## config.mk

```make
export PLATFORM = sky130hd
export DESIGN_NAME = keypad_emulator
export DESIGN_NICKNAME = d
export VERILOG_FILES = /design/src/rtl/keypad_pkg.sv /design/src/rtl/keypad_bounce_gen.sv /design/src/rtl/keypad_emulator.sv
export SDC_FILE = /design/constraint.sdc
export NUM_CORES = 1
export LEC_CHECK = 0
export BUFFER_PORTS_ARGS = -buffer_cell sky130_fd_sc_hd__buf_2
export CORE_AREA = 5 5 78 116
export CTS_CLUSTER_DIAMETER = 120
export CTS_CLUSTER_SIZE = 10
export DETAILED_ROUTE_END_ITERATION = 10
export DIE_AREA = 0 0 83 121
export GPL_ROUTABILITY_DRIVEN = 0
export PLACE_DENSITY = 0.47
export REMOVE_ABC_BUFFERS = 1
export SLEW_MARGIN = 0
export SYNTH_ARGS = -nofsm -noshare
export SYNTH_HDL_FRONTEND = slang
export SYNTH_SLANG_ARGS = --single-unit
```

## constraint.sdc

```tcl
create_clock -name clk -period 1.8 [get_ports clk]
set_input_delay 0.54 -clock clk [delete_from_list [all_inputs] [get_ports clk]]
set_output_delay 0.54 -clock clk [all_outputs]
set_load 0.01 [all_outputs]
```

## src/rtl/keypad_pkg.sv

```systemverilog
// keypad_pkg: key code type, emulator states and the key -> column/row map
// shared by the keypad emulator and the scanner decode.
package keypad_pkg;

  typedef logic [3:0] key_code_t;

  typedef enum logic [2:0] {
    IDLE       = 3'd0,
    BOUNCE_IN  = 3'd1,
    PRESS      = 3'd2,
    BOUNCE_OUT = 3'd3,
    GAP        = 3'd4
  } emu_state_t;

  localparam key_code_t KEY_PAUSE = 4'hF;

  // Column strobe (one-hot) that reaches the given key; pause maps to none.
  function automatic logic [3:0] key_to_col(input key_code_t k);
    logic [3:0] c;
    case (k)
      4'h1, 4'h4, 4'h7, 4'hD: c = 4'b1000;
      4'h2, 4'h5, 4'h8, 4'h0: c = 4'b0100;
      4'h3, 4'h6, 4'h9, 4'hE: c = 4'b0010;
      4'hA, 4'hB, 4'hC:       c = 4'b0001;
      default:                c = 4'b0000;
    endcase
    return c;
  endfunction

  // Row line (one-hot) the given key shorts to its column; pause maps to none.
  function automatic logic [3:0] key_to_row(input key_code_t k);
    logic [3:0] r;
    case (k)
      4'h1, 4'h2, 4'h3, 4'hA: r = 4'b1000;
      4'h4, 4'h5, 4'h6, 4'hB: r = 4'b0100;
      4'h7, 4'h8, 4'h9, 4'hC: r = 4'b0010;
      4'hD, 4'h0, 4'hE:       r = 4'b0001;
      default:                r = 4'b0000;
    endcase
    return r;
  endfunction

endpackage

```

## src/rtl/keypad_bounce_gen.sv

```systemverilog
// keypad_bounce_gen: contact-bounce enable generator. A start pulse loads the
// initial enable level; the enable then toggles every PERIOD cycles, TOGGLES
// times, and done pulses in the last cycle of the burst.
// Only instantiated when KEYPAD_BOUNCE_EN is defined.
module keypad_bounce_gen #(
  parameter int TOGGLES = 4,
  parameter int PERIOD  = 2700
) (
  input  logic clk,
  input  logic reset,
  input  logic start,
  input  logic start_level,
  output logic en,
  output logic done
);

  localparam int PW = $clog2(PERIOD + 1);
  localparam int TW = $clog2(TOGGLES + 1);

  logic          active_r;
  logic          en_r;
  logic [PW-1:0] per_r;
  logic [TW-1:0] tog_r;
  logic          edge_s;
  logic          last_s;

  assign edge_s = active_r && (per_r == PW'(PERIOD - 1));
  assign last_s = edge_s && (tog_r == TW'(TOGGLES - 1));
  assign en     = en_r;
  assign done   = last_s;

  // Period counter and toggle counter driving the enable level.
  always_ff @(posedge clk) begin
    if (reset) begin
      active_r <= 1'b0;
      en_r     <= 1'b0;
      per_r    <= '0;
      tog_r    <= '0;
    end else if (start) begin
      active_r <= 1'b1;
      en_r     <= start_level;
      per_r    <= '0;
      tog_r    <= '0;
    end else if (edge_s) begin
      active_r <= !last_s;
      en_r     <= !en_r;
      per_r    <= '0;
      tog_r    <= tog_r + TW'(1);
    end else if (active_r) begin
      per_r    <= per_r + PW'(1);
    end
  end

endmodule

```

## src/rtl/keypad_emulator.sv

```systemverilog
// keypad_emulator: drives the 4 row lines of a virtual 4x4 keypad for key codes
// taken from a valid/ready port, asserting the key's row only while its column
// is strobed. Optional contact bounce around each press: define KEYPAD_BOUNCE_EN.
module keypad_emulator
  import keypad_pkg::*;
#(
  parameter int HOLD_CYCLES    = 2_700_000,
  parameter int GAP_CYCLES     = 1_350_000,
  parameter int BOUNCE_TOGGLES = 4,
  parameter int BOUNCE_PERIOD  = 2_700
) (
  input  logic       clk,
  input  logic       reset,
  input  logic [3:0] key_code,
  input  logic       key_valid,
  output logic       key_ready,
  input  logic [3:0] columnas,
  output logic [3:0] filas,
  output logic       busy
);

  localparam int MAX_HG = (HOLD_CYCLES > GAP_CYCLES) ? HOLD_CYCLES : GAP_CYCLES;
  localparam int MAX_C  = (MAX_HG > BOUNCE_PERIOD) ? MAX_HG : BOUNCE_PERIOD;
  localparam int CW     = $clog2(MAX_C + 1);

  emu_state_t    state_r, state_nxt_s;
  logic [CW-1:0] cnt_r, cnt_nxt_s;
  logic [3:0]    col_r, row_r, filas_r;
  logic          key_ready_r, busy_r;
  logic          accept_s, drive_s;
  logic          bounce_start_s, bounce_level_s;

`ifdef KEYPAD_BOUNCE_EN
  logic bounce_en_s, bounce_done_s;

  keypad_bounce_gen #(
    .TOGGLES (BOUNCE_TOGGLES),
    .PERIOD  (BOUNCE_PERIOD)
  ) u_bounce (
    .clk         (clk),
    .reset       (reset),
    .start       (bounce_start_s),
    .start_level (bounce_level_s),
    .en          (bounce_en_s),
    .done        (bounce_done_s)
  );

  assign drive_s = (state_r == PRESS) ||
                   (((state_r == BOUNCE_IN) || (state_r == BOUNCE_OUT)) && bounce_en_s);
`else
  assign drive_s = (state_r == PRESS);
`endif

  assign accept_s  = key_valid && key_ready_r;
  assign key_ready = key_ready_r;
  assign busy      = busy_r;
  assign filas     = filas_r;

  // Next-state and phase counter: idle -> (bounce in) -> press -> (bounce out) -> gap.
  always_comb begin
    state_nxt_s    = state_r;
    cnt_nxt_s      = cnt_r;
    bounce_start_s = 1'b0;
    bounce_level_s = 1'b0;
    case (state_r)
      IDLE: begin
        if (accept_s) begin
          cnt_nxt_s      = '0;
`ifdef KEYPAD_BOUNCE_EN
          state_nxt_s    = BOUNCE_IN;
          bounce_start_s = 1'b1;
          bounce_level_s = 1'b1;
`else
          state_nxt_s    = PRESS;
`endif
        end else begin
          state_nxt_s = IDLE;
        end
      end
`ifdef KEYPAD_BOUNCE_EN
      BOUNCE_IN: begin
        if (bounce_done_s) begin
          state_nxt_s = PRESS;
          cnt_nxt_s   = '0;
        end else begin
          state_nxt_s = BOUNCE_IN;
        end
      end
      BOUNCE_OUT: begin
        if (bounce_done_s) begin
          state_nxt_s = GAP;
          cnt_nxt_s   = '0;
        end else begin
          state_nxt_s = BOUNCE_OUT;
        end
      end
`endif
      PRESS: begin
        if (cnt_r == CW'(HOLD_CYCLES - 1)) begin
          cnt_nxt_s      = '0;
`ifdef KEYPAD_BOUNCE_EN
          state_nxt_s    = BOUNCE_OUT;
          bounce_start_s = 1'b1;
          bounce_level_s = 1'b0;
`else
          state_nxt_s    = GAP;
`endif
        end else begin
          cnt_nxt_s = cnt_r + CW'(1);
        end
      end
      GAP: begin
        if (cnt_r == CW'(GAP_CYCLES - 1)) begin
          state_nxt_s = IDLE;
          cnt_nxt_s   = '0;
        end else begin
          cnt_nxt_s = cnt_r + CW'(1);
        end
      end
      default: begin
        state_nxt_s = IDLE;
        cnt_nxt_s   = '0;
      end
    endcase
  end

  // State, latched key position and registered outputs.
  always_ff @(posedge clk) begin
    if (reset) begin
      state_r     <= IDLE;
      cnt_r       <= '0;
      col_r       <= 4'b0000;
      row_r       <= 4'b0000;
      filas_r     <= 4'b0000;
      key_ready_r <= 1'b1;
      busy_r      <= 1'b0;
    end else begin
      state_r     <= state_nxt_s;
      cnt_r       <= cnt_nxt_s;
      if (accept_s) begin
        col_r <= key_to_col(key_code);
        row_r <= key_to_row(key_code);
      end
      filas_r     <= (drive_s && |(columnas & col_r)) ? row_r : 4'b0000;
      key_ready_r <= (state_nxt_s == IDLE);
      busy_r      <= (state_nxt_s != IDLE);
    end
  end

endmodule

```

Word-level counts from Yosys, hierarchy flattened
Memory sizes are Yosys's and may differ from the RTL's. A register that Yosys moved wholly into a read port is not among the register bits.
Index checks and enable logic that the tools add are counted.

operators by class
  order comparisons = 0
  reductions and logical operators = 7
  div/mod/pow operators = 0
  bitwise gates (word level) = 2
  mux-type cells = 8
  add/sub/neg operators = 1
  shifts and indexed selects = 0
  multiply operators = 0
  eq/ne operators = 5

operators with widths
  cell                                                                     count
  22-bit two-way mux                                                       3
  22-bit case mux with 3 select lines                                      1
  22-bit by 1-bit adder with 22-bit output, second input constant          1
  22-bit by 21-bit equality test with 1-bit output, second input constant  1
  22-bit equality test, second input constant                              1
  3-bit case mux with 3 select lines                                       1
  3-bit logical NOT                                                        2
  3-bit two-way mux                                                        2
  4-bit bitwise AND                                                        1
  4-bit OR reduction                                                       1
  3-bit by 2-bit equality test with 1-bit output, second input constant    1
  3-bit equality test, second input constant                               1
  3-bit nonzero test                                                       1
  1-bit logical AND                                                        2
  2-bit two-way mux                                                        1
  2-bit != test, second input constant                                     1
  2-bit OR reduction                                                       1
  1-bit NOT                                                                1

word-level totals
  memories kept = 2
  bits of input ports = 11
  memory bits (read-only) = 128
  register bits after elaboration = 31
  memory bits (writable) = 0
  logic and storage cells = 30
  latch bits = 0
  output and inout port bits = 6

memory list
  name              depth  bits a word  rd ports  clocked after memory_dff  wr ports  RTL line          text
  (name not given)  16     4            1         1                         0         keypad_pkg.sv:20  case (k)
  (name not given)  16     4            1         1                         0         keypad_pkg.sv:33  case (k)

Logic depth before layout (Yosys ltp)
  word-level depth = 5
  mapped depth = 8
  gate-level depth less buffers = 7

Worst setup path after synthesis
Ideal clock, no wire load.

  kind = register -> register
  start = register cnt_r[0]
  end = register cnt_r[20]
  slack = -0.128 ns
  required time = 1.726 ns
  period minus slack after synthesis = 1.928 ns
  buffers on the path = 1
  stages on the path, launching flop included = 9
  library setup time = 0.074 ns
  arrival time = 1.853 ns
  path through = dfxtp_1 ha_1 nand3_1 nor2_1 a31o_4 o21a_4 buf_6 or4_1 a31oi_1

on the way
  longest elaborated chain between the ends = 3
  elaborated cells on any way between the ends = 6
  classes of those cells = 1 x add/sub; 2 x eq/ne; 3 x mux

RTL lines
  element                                                           RTL line                                        text
  from (decl)                                                       keypad_emulator.sv:27                           logic [CW-1:0] cnt_r, cnt_nxt_s;
  from (signal assigned)                                            keypad_emulator.sv:139                          cnt_r <= cnt_nxt_s;
  22-bit by 1-bit adder with 22-bit output (tied with other cells)  keypad_emulator.sv:109, keypad_emulator.sv:117
  22-bit two-way mux, on equally long branches                      keypad_emulator.sv:113, keypad_emulator.sv:99
  22-bit case mux with 3 select lines *                             keypad_emulator.sv:65                           case (state_r)

Every way passes the cells marked *; elsewhere a longest branch is shown, timed or not.
A chain may end at the register's enable or synchronous reset.

Final worst setup path
  start = register cnt_r[1]
  end = register cnt_r[20]

The elaborated chain is that of the path after synthesis.

==> results.json <==
{
  "run_status": "finished with violations",
  "violations": "negative setup slack",
  "leakage_power_nw": 1.12,
  "relSlewSlack_pct": 63.0,
  "ys_ff_latch": 39,
  "routedWlPerCell_um": 14.1,
  "use_met3_pct": 2.58,
  "postRouteAntennaNets": 0,
  "category_of_the_worst_setup_path_capture_point": "register",
  "min_period_ps": 1880,
  "std_cell_rows": 40,
  "grt_overflow": 0,
  "drt_pass1_iterations": 4,
  "route.detailed.drc": 0,
  "timing_max_transition_violations_final": 0,
  "tightestPinTransition_ps": 547,
  "grt.met2_usage_pct": 22.3,
  "min_period_over_period_pct": 105,
  "path_class": "register to register",
  "maximum_number_of_buffers_from_clock_root_to_sink": 2,
  "worst-r2r-cell-count": 8,
  "clock_tree.htree_level_count": 2,
  "most_common_library_cell_in_the_layout_ignoring_fill_and_taps": "buf_4",
  "drt-total-wl_mm": 5.71,
  "core_mm2": 0.00791,
  "final_critical_path_setup_slack_ps": -83.0,
  "detailroute.via_count": 2002,
  "cts_sinks": 39,
  "hold_depth": 1,
  "cts_hold_buffers": 0,
  "cts_inserted_buffers": 5,
  "r2r_setup_slack_ps": -80,
  "share_of_layout_cells_above_drive_strength_1_pct": 34.9,
  "syn_area_mm2": 0.00206,
  "routed_via_density": 4.93,
  "insertion_delay_ps": 280,
  "cts_tree": "yes",
  "busiest_layer": "met2",
  "vdd_drop_max_uv": 658,
  "num_io_pins": 17,
  "synth_enable_flop_cells": 0,
  "yosys_warnings": 0,
  "areaGrowthSynthToFinish_pct": 37.2,
  "critical_path.reg2reg.startpoint": "cnt_r[1]",
  "largest_net_degree_at_the_start_of_global_routing": 25,
  "clockRootBuffer": "clkbuf_16",
  "final_nets": 316,
  "antenna_found_initial": 0,
  "most-common-layout-cells": "buf_4 (37), nor2_1 (36), dfxtp_1 (28), nand2_1 (21), buf_2 (16)",
  "synth-seq-area-share_pct": 37.8,
  "ys_async_sr_fraction_pct": 0,
  "globalRouteMet1Util_pct": 12.2,
  "max-cap-violations": 0,
  "post_synth_num_cell_types": 54,
  "port_buffers": 16,
  "synth-main-ff-cell": "dfxtp_1",
  "fmaxAchievable_ghz": 0.531,
  "grt_first_pass_wirelength_mm": 9.58,
  "final_hold_viol_count": 0,
  "power_per_cell_area_mw_per_mm2": 729,
  "finalPower_w": 0.00206,
  "crit_fanout": 6,
  "worst_endpoint_data_arrival_time_ps": 2090,
  "timing.hold.worst.class": "register to register",
  "drt-initial-drc-count": 73,
  "holdCritStartpoint": "row_r[0]",
  "r2r_end": "cnt_r[20]",
  "data_required_time_of_the_critical_path_ps": 2010,
  "worst_clk_skew_ps": 5.27,
  "worst_hold_path.endpoint": "filas[0]",
  "post_synthesis_instance_total": 246,
  "die_boundary_height_um": 121,
  "floorplan.die.width_um": 83,
  "placed_cells_incl_taps": 392,
  "antenna_cells_inserted": 0,
  "syn_avg_cell_area_um2": 8.39,
  "grt_setup_unrepaired": "true",
  "grt_usage_pct": 11.9,
  "initial_cell_density_of_the_core_pct": 26.1,
  "die_area_mm2": 0.0100,
  "critical_path.startpoint_type": "register",
  "first_global_vias": 1996,
  "post_layout_nonfiller_instances": 406,
  "clock_transition_at_the_register_clock_pins_on_the_worst_setup_and_hold_paths_after_cts_ps": 60,
  "setup-violations-final": 15,
  "post-dp-hpwl_mm": 4.17
}
## kinds of logic after synthesis
group	after synthesis	share of synthesized area (%)
adders and majority gates	5	3.03
and+or+nand+nor	126	32.8
DFF	39	37.8
buffers and inverters	18	4.67
other	1	0.182
AOI/OAI and AO/OA	43	15.3
xor gates and xnor gates	11	4.67
muxes	3	1.52
## repair_timing
item | 4_1_cts | 5_1_grt
gates resized for setup | 30 | 11
buffers inserted | 5 | 1
endpoints found under the setup margin | 23 | 25
pin swaps | 16 | 3
## worst max-delay path: stages, from the launching register on
cell and delay [ps]:
dfxtp_2 340, ha_4 170, and3_4 200, nand2_4 60, nor4_4 40, o21a_4 230
buf_6 140, or4_1 460, a31oi_1 160
## per-stage QoR
| step | hold slack [ps] | setup WS (ps) | utilization, % | cell area (um^2) | TNS (ps) |
|---|---|---|---|---|---|
| floorplan | 424 | -416 | - | 1990 | -3510 |
| global placement | 436 | -134 | 31.3 | 2480 | -2080 |
| detailed placement | 441 | -162 | 31.3 | 2480 | -2360 |
| CTS | 458 | -71.0 | 35.4 | 2800 | -243 |
| global route | 477 | -177 | 35.8 | 2830 | -3110 |
| finish | 453 | -83.0 | 35.8 | 2830 | -373 |
## layer usage
layer	routed length, um	part of all wire, %	vias to the layer above
li1	-	-	988
met1	2310	40	943
met2	2920	51	53
met3	200	3.5	18
met4	276	4.8	0
met5	0	0	-
## Yosys cell counts, types with 2 or more instances
master,number,area (um^2)
a211oi_1,4,30.0
a21oi_1,6,30.0
a221oi_1,3,26.3
a22o_1,5,43.8
a31oi_1,5,31.3
and2_1,8,50.1
and3_1,4,25.0
and3_2,2,15.0
and4_1,2,17.5
buf_2,2,10.0
buf_6,2,22.5
clkbuf_1,4,15.0
dfxtp_1,39,781
ha_1,5,62.6
inv_1,7,26.3
mux2i_1,2,20.0
nand2_1,22,82.6
nand2b_1,2,12.5
nand3_1,14,70.1
nand3b_1,2,15.0
nand4_1,8,50.1
nor2_1,38,143
nor2b_1,2,12.5
nor3_1,5,25.0
nor4_1,2,12.5
o211ai_1,3,22.5
o21ai_0,7,35.0
o31ai_1,4,30.0
or3_1,3,18.8
xnor2_1,4,35.0
xor2_1,7,61.3
## power by group
part	switching, W	internal, W	total, W
logic	0.0000923	0.0000666	0.000159
clock network	0.000362	0.000654	0.00102
registers	0.0000110	0.000878	0.000889
total	0.000465	0.00160	0.00206
## state kept, by name, summed over array words and instances (netlist names)
signal,count
cnt_r,22
col_r,4
filas,4
row_r,4
state_r,3
busy,1
key_ready,1
## cell type report
type                            count  area [um^2]
Tap cell                          105          131
Inverter                            7         26.3
Sequential cell                    39          797
Timing Repair Buffer               58          414
Fill cell                         857         5080
Clock buffer                        5          125
Clock inverter                      3         43.8
Multi-Input combinational cell    189         1290
## worst max-delay path by stage
| stage | endpoint | slack (ps) | startpoint |
|---|---|---|---|
| after floorplan | cnt_r[12] | -420 | key_valid |
| after global placement | cnt_r[20] | -130 | cnt_r[0] |
| after detailed placement | cnt_r[13] | -160 | cnt_r[7] |
| after CTS | cnt_r[20] | -70 | cnt_r[1] |
| after global routing | cnt_r[11] | -180 | cnt_r[15] |
| final | cnt_r[20] | -80 | cnt_r[1] |
Note: power is estimated with default switching activity, not from simulation.
